File: config.mk
export PLATFORM = sky130hd
export DESIGN_NAME = rr_arbiter8
export DESIGN_NICKNAME = d
export VERILOG_FILES = /design/src/rtl/rr_arbiter8_pkg.sv /design/src/rtl/decoder3_8.sv /design/src/rtl/rr_arbiter8.sv
export SDC_FILE = /design/constraint.sdc
export NUM_CORES = 1
export LEC_CHECK = 0
export ABC_AREA = 1
export CAP_MARGIN = 10
export CORE_MARGIN = 2
export CORE_UTILIZATION = 43
export DETAILED_ROUTE_END_ITERATION = 10
export SLEW_MARGIN = 25
export SYNTH_ARGS = -nofsm -noshare
export SYNTH_HDL_FRONTEND = slang
export SYNTH_HIERARCHICAL = 1
export SYNTH_SLANG_ARGS = --single-unit
File: constraint.sdc
create_clock -name clk -period 3 [get_ports clk]
set_input_delay 0.45 -clock clk [delete_from_list [all_inputs] [get_ports clk]]
set_output_delay 0.45 -clock clk [all_outputs]
set_load 0.02 [all_outputs]
File: src/rtl/rr_arbiter8_pkg.sv
// Shared definitions for the 8-way round-robin arbiter: state encoding, widths
// and the rotating-priority search helper.
package rr_arbiter8_pkg;

  localparam int unsigned NUM_REQ = 8;
  localparam int unsigned IDX_W   = 3;
  localparam int unsigned HOLD_W  = 8;

  typedef enum logic {
    IDLE  = 1'b0,
    GRANT = 1'b1
  } state_e;

  // First set request bit scanning ptr, ptr+1, ... modulo NUM_REQ; 0 if none.
  function automatic logic [IDX_W-1:0] rr_pick(input logic [NUM_REQ-1:0] req,
                                               input logic [IDX_W-1:0]   ptr);
    logic [IDX_W-1:0] cand;
    logic [IDX_W-1:0] win;
    logic             found;
    cand  = '0;
    win   = '0;
    found = 1'b0;
    for (int i = 0; i < NUM_REQ; i++) begin
      cand = ptr + IDX_W'(i);
      if (!found && req[cand]) begin
        found = 1'b1;
        win   = cand;
      end
    end
    return win;
  endfunction

endpackage

File: src/rtl/decoder3_8.sv
// 3-to-8 binary to one-hot decoder.
module decoder3_8
  import rr_arbiter8_pkg::*;
(
  input  logic [IDX_W-1:0]   idx,
  output logic [NUM_REQ-1:0] onehot
);

  always_comb begin
    onehot = NUM_REQ'(1) << idx;
  end

endmodule

File: src/rtl/rr_arbiter8.sv
// Eight-requester round-robin arbiter with registered grant, one dead cycle
// between owners, and hold-time preemption after MAX_HOLD cycles.
module rr_arbiter8
  import rr_arbiter8_pkg::*;
#(
  parameter int unsigned MAX_HOLD = 16
) (
  input  logic               clk,
  input  logic               rst,
  input  logic [NUM_REQ-1:0] req,
  output logic [NUM_REQ-1:0] gnt,
  output logic [IDX_W-1:0]   gnt_idx,
  output logic               gnt_valid
);

  localparam logic [HOLD_W-1:0] HOLD_LAST = HOLD_W'(MAX_HOLD - 1);

  state_e              state_q, state_d;
  logic [IDX_W-1:0]    ptr_q, ptr_d;
  logic [HOLD_W-1:0]   hold_q, hold_d;
  logic [IDX_W-1:0]    idx_q, idx_d;
  logic                valid_q, valid_d;

  logic [IDX_W-1:0]    winner;
  logic [NUM_REQ-1:0]  owner_oh;
  logic [NUM_REQ-1:0]  others;
  logic                hold_at_limit;

  decoder3_8 u_dec (
    .idx    (idx_q),
    .onehot (owner_oh)
  );

  assign winner        = rr_pick(req, ptr_q);
  assign others        = req & ~owner_oh;
  assign hold_at_limit = (hold_q == HOLD_LAST);

  always_ff @(posedge clk) begin
    if (rst) begin
      state_q <= IDLE;
      ptr_q   <= '0;
      hold_q  <= '0;
      idx_q   <= '0;
      valid_q <= 1'b0;
    end else begin
      state_q <= state_d;
      ptr_q   <= ptr_d;
      hold_q  <= hold_d;
      idx_q   <= idx_d;
      valid_q <= valid_d;
    end
  end

  always_comb begin
    state_d = state_q;
    ptr_d   = ptr_q;
    hold_d  = hold_q;
    idx_d   = idx_q;
    valid_d = valid_q;
    unique case (state_q)
      IDLE: begin
        if (|req) begin
          state_d = GRANT;
          idx_d   = winner;
          valid_d = 1'b1;
          ptr_d   = winner + IDX_W'(1);
          hold_d  = '0;
        end else begin
          idx_d   = '0;
          valid_d = 1'b0;
        end
      end
      GRANT: begin
        // Release and preemption lead to the same exit, so one branch covers both.
        if (!req[idx_q] || (hold_at_limit && (|others))) begin
          state_d = IDLE;
          idx_d   = '0;
          valid_d = 1'b0;
          hold_d  = '0;
        end else if (!hold_at_limit) begin
          hold_d = hold_q + HOLD_W'(1);
        end
      end
      default: begin
        state_d = IDLE;
        idx_d   = '0;
        valid_d = 1'b0;
      end
    endcase
  end

  assign gnt       = owner_oh & {NUM_REQ{valid_q}};
  assign gnt_idx   = idx_q;
  assign gnt_valid = valid_q;

endmodule

After elaboration in Yosys (flattened, before gate mapping)

Index checks and enable logic that the tools add are counted.

Word-level logic and storage cells: 98
Flip-flop bits (word level): 16
Bits of input ports: 10

Reduce and logical (&&, ||, !) cells: 21
$add $sub $neg: 9
Mux-type cells: 45
Equal/unequal tests: 4
Shift-type cells: 1
$lt $le $gt $ge: 9
Bitwise operators: 4

Operators with widths:

| kind                                                       | number |
|---|---|
| less-than comparator 3 x 4 -> 1 bit, second input constant | 9 |
| two-way mux 3 bit                                          | 10 |
| binary-select mux 1 bit (select 3 bit)                     | 9 |
| two-way mux 8 bit                                          | 3 |
| two-way mux 1 bit                                          | 19 |
| bitwise AND 8 bit                                          | 2 |
| case mux 8 bit (2 select lines)                            | 1 |
| OR reduction 8 bit                                         | 2 |
| adder 3 bit, second input constant                         | 4 |
| adder 8 x 1 -> 8 bit, second input constant                | 1 |
| == test 8 x 4 -> 1 bit, second input constant              | 1 |
| logical AND 1 bit                                          | 8 |
| zero test 1 bit                                            | 8 |
| NOT 8 bit                                                  | 1 |
| left shift 1 x 3 -> 8 bit, first input constant            | 1 |
| adder 3 x 1 -> 3 bit, second input constant                | 2 |
| adder 3 x 2 -> 3 bit, second input constant                | 2 |
| case mux 3 bit (2 select lines)                            | 1 |
| case mux 1 bit (2 select lines)                            | 2 |
| AND reduction 2 bit                                        | 2 |
| inequality test 3 x 2 -> 1 bit, second input constant      | 1 |
| inequality test 2 x 1 -> 1 bit, second input constant      | 1 |
| inequality test 2 bit, second input constant               | 1 |
| logical OR 1 bit                                           | 1 |
| NOT 1 bit                                                  | 1 |

Logic depth before layout (Yosys ltp)

Depth after elaboration: 26
Depth in mapped cells: 21
Gate-level depth less buffers: 20

Hierarchy

Netlist, hierarchy kept.

By module, submodules not included:

| module      | cells an instance | area an instance (um^2) | times used | seq. area each (um^2) |
|---|---|---|---|---|
| rr_arbiter8 | 295               | 1888.1                  | 1          | 320.3 |
| decoder3_8  | 15                | 56.3                    | 1          | 0.0 |

Worst setup path before layout

No wires, ideal clock.

Kind: register to register
Start point: register ptr_q[1]
End point: register ptr_q[2]
Arrival: 2.413 ns
Stages on the path, launching flop included: 21
Slack: 0.472 ns
Setup time: 0.115 ns
Cells stage by stage: dfxtp_1 buf_6 clkinv_2 ha_1 inv_2 nand3_1 nand2_2 nand2_1 nand2_1 nand3_2 o21ai_1 nand2_1 nor2_1 nand3_2 nand2_1 inv_1 ha_1 nand2_1 o21ai_0 a21oi_1 nor2_1

Longest elaborated chain between the ends: 25

Ends and longest elaborated chain:

| item                                                          | line                  | source |
|---|---|---|
| from (decl)                                                   | rr_arbiter8.sv:19     | `logic [IDX_W-1:0] ptr_q, ptr_d;` |
| from (signal assigned)                                        | rr_arbiter8.sv:47     | `ptr_q <= ptr_d;` |
| branches (longest 23 deep; another with adder 3 x 1 -> 3 bit) | n/a                   |  |
| two-way mux 3 bit *                                           | rr_arbiter8_pkg.sv:25 | `if (!found && req[cand]) begin` |
| adder 3 x 1 -> 3 bit *                                        | rr_arbiter8.sv:66     | `ptr_d = winner + IDX_W'(1);` |

Every way passes the cells marked *. The select of a mux whose other input is x is not followed.
A chain may end at the register's enable or synchronous reset.

Worst setup path in the final report

Start point: register ptr_q[0]
End point: register ptr_q[2]

Same word-level chain as after synthesis.

==> results.json <==
{
  "pin_count": 22,
  "coreArea_um2": 4350,
  "cp-end-kind": "register",
  "min_period_ns": 2.63,
  "start_util_pct": 44.7,
  "drv_slew": 0,
  "pwr-share-comb_pct": 77.4,
  "hp-class": "reg -> reg",
  "synth_top_cells_by_area": "dfxtp_1 (16%), nand2_1 (16%), nand3_2 (9.3%)",
  "drc_errors": 0,
  "wl_met2_mm": 2.08,
  "hold_viol": 0,
  "p_sw_share_pct": 56.9,
  "cp-start-kind": "register",
  "status": "complete, no violations",
  "yosysSeqAreaShare_pct": 16.5,
  "synth_seq_cells": 16,
  "synth-xor-area-share_pct": 5.41,
  "root_buffer": "clkbuf_8",
  "nets": 346,
  "clk_pin_slew_ns": 0.06,
  "firstDrtPassIters": 4,
  "num_vias": 1923,
  "synth_top_family_by_area": "simple AND/OR/NAND/NOR gates",
  "grt_max_degree": 13,
  "path_class": "reg -> reg",
  "synth_top_area_cell": "dfxtp_1",
  "async_flop_share_pct": 0,
  "antennaDiodeCount": 0,
  "worst_pin_slew_ns": 0.524,
  "synth_adder_area_share_pct": 2.57,
  "clock_latency_ns": 0.25,
  "wl_met1_mm": 2.18,
  "place.gp.congestion": 0.847,
  "rsz0062_at_grt": "false",
  "synthesis.area_um2": 1940,
  "drv_cap": 0,
  "grt_pass1_wl_mm": 7.86,
  "num_rows": 24,
  "ctsHoldBuffers": 0,
  "p_seq_share_pct": 14.2,
  "synth_mux_area_share_pct": 0.515,
  "postRouteAntennaNets": 0,
  "top_layer": "met4",
  "p_int_mw": 0.973,
  "dr_wl_met3_um": 230,
  "first_global_vias": 1800,
  "p_clk_share_pct": 8.4,
  "drive_gt1_share_pct": 18.1,
  "cp_max_fo": 10,
  "via_per_inst": 5.02,
  "p_sw_mw": 1.29,
  "ys_types": 37,
  "drt-total-wl_mm": 4.53,
  "cts_max_path_buffers": 2,
  "synth.top_cell.area_share_pct": 16.5,
  "die_w_um": 71.2,
  "die_y_um": 71.2,
  "avgRoutedWirePerCell_um": 11.8,
  "period_share_pct": 87.8,
  "area.growth.synth_to_final_pct": 15.4,
  "syn-num-nets": 324,
  "final_util_pct": 51.5,
  "portBuffers": 21,
  "synth_area_per_cell_um2": 6.27,
  "p_per_area_nw_per_um2": 1010,
  "ys.flop_type": "dfxtp_1",
  "cts_made_buffers": 3,
  "numClockSinks": 16,
  "vdd_drop_max_mv": 0.419,
  "skew_ns": 0.00344,
  "track_usage_pct": 18.6,
  "htreeDepth": 1,
  "holdWs_ns": 0.492,
  "tns_ns": 0,
  "dp_hpwl_mm": 3.70,
  "timing.slew.headroom_pct": 65.0,
  "setup_violations": 0,
  "synthSimpleGateAreaFrac_pct": 51.1,
  "critPathArrivalTime_ns": 2.78,
  "cp.required_ns": 3.14,
  "yosys_warnings": 6,
  "overflow": 0,
  "drt_iter0_markers": 86,
  "synth_compound_area_share_pct": 11.7,
  "die_area_um2": 5080,
  "synth_cells": 310,
  "max_freq_mhz": 380,
  "p_leak_nw": 1.11,
  "cts_tree": "yes",
  "antenna_found_initial": 0,
  "synth_edf_count": 0
}
[path summary, 6_finish.rpt]
path,start,endpoint,slack [ns],cells after the start
setup / recovery,ptr_q[0]$_SDFFE_PP0P_,ptr_q[2]$_SDFFE_PP0P_,0.37,19
hold / removal,hold_q[7]$_SDFFE_PP0P_,hold_q[7]$_SDFFE_PP0P_,0.49,2
setup reg to reg,ptr_q[0]$_SDFFE_PP0P_,ptr_q[2]$_SDFFE_PP0P_,0.37,19
hold reg to reg,hold_q[7]$_SDFFE_PP0P_,hold_q[7]$_SDFFE_PP0P_,0.49,2
[cell families (layout without fill, tap and decap cells)]
logic type / after synthesis / after routing
multiplexers: 1 / 1
adder cells (fa/ha/maj): 4 / 4
flip-flops: 16 / 16
XOR/XNOR: 9 / 9
buffers and inverters: 56 / 77
AND/OR/NAND/NOR: 189 / 189
AO/OA/AOI/OAI: 35 / 35
[power by group through the flow]
stage / clock network [mW] / registers [mW] / logic [mW]
6_report: 0.189 / 0.321 / 1.75
3_5_place_dp: 0 / 0.326 / 1.74
2_1_floorplan: 0 / 0.314 / 1.43
5_1_grt: 0.206 / 0.331 / 1.95
3_3_place_gp: 0 / 0.326 / 1.74
4_1_cts: 0.196 / 0.321 / 1.75
[area by class of cell]
type / count / area, µm²
fillers: 450 / 2110
multi-input cells: 238 / 1390
inverters: 50 / 189
repair buffers: 23 / 225
clock buffers: 4 / 55.1
flip-flops and latches: 16 / 320
well taps: 52 / 65.1
[placed cells by master, fill, tap and decap left out, types with 5 or more instances in the layout]
master,n
nor2_1,31
nand3_1,25
nand3_2,18
nand4_1,6
inv_1,44
dfxtp_1,16
nand2_2,10
nand2_4,5
xor2_1,5
o21ai_0,8
nand2_1,85
a21oi_1,15
clkdlybuf4s50_1,21
inv_2,5
[metal layers]
layer | up-vias | track usage (%)
li1 | 1035 | -
met5 | - | 0
met3 | 8 | 2.11
met4 | 0 | 5.45
met2 | 47 | 30.7
met1 | 833 | 25.6
[sequential cells by signal, summed over array words and instances, names as in the netlist]
name and cells:
state_q 1, gnt_idx 3, ptr_q 3, gnt_valid 1
hold_q 8
[cells in the mapped netlist (2+ instances only)]
| cell | instances |
|---|---|
| clkbuf_1 | 2 |
| nand2_2 | 10 |
| inv_1 | 44 |
| xnor2_1 | 2 |
| ha_1 | 4 |
| buf_6 | 3 |
| o22ai_1 | 2 |
| nor2_8 | 2 |
| nand2_4 | 5 |
| nand3_1 | 25 |
| nand3_2 | 18 |
| nand4_1 | 6 |
| o21ai_0 | 8 |
| nor2_2 | 2 |
| nor3_1 | 2 |
| xor2_1 | 5 |
| inv_2 | 5 |
| dfxtp_1 | 16 |
| a21oi_1 | 15 |
| nor2_1 | 31 |
| nand2_1 | 85 |
| a21oi_2 | 3 |
[metrics by stage]
step / instance area [µm²] / worst slack (ns) / cells / power (mW)
after floorplan: 1940 / 0.472 / 310 / 1.75
after global placement: 2190 / 0.242 / 379 / 2.07
after detailed placement: 2190 / 0.264 / 379 / 2.07
after CTS: 2240 / 0.287 / 383 / 2.27
after global routing: 2240 / 0.0488 / 383 / 2.49
final: 2240 / 0.365 / 383 / 2.26
[worst max-delay path, stage by stage (launching register included)]
cell and delay, ns:
dfxtp_1 0.32, inv_2 0.16, ha_2 0.36, inv_2 0.15
nand3_1 0.15, nand2_2 0.12, nand2_1 0.05, nand2_1 0.12
nand3_2 0.11, o21ai_1 0.13, nand2_1 0.06, nor2_1 0.11
nand3_2 0.09, nand2_1 0.07, inv_1 0.04, ha_1 0.18
nand2_1 0.06, o21ai_0 0.07, a21oi_1 0.12, nor2_1 0.06
[what timing repair did]
action	4_1_cts	5_1_grt
buffers inserted	0	0
setup endpoints to repair	0	2
resized for setup	0	1
(Power assumes the default switching activity.)
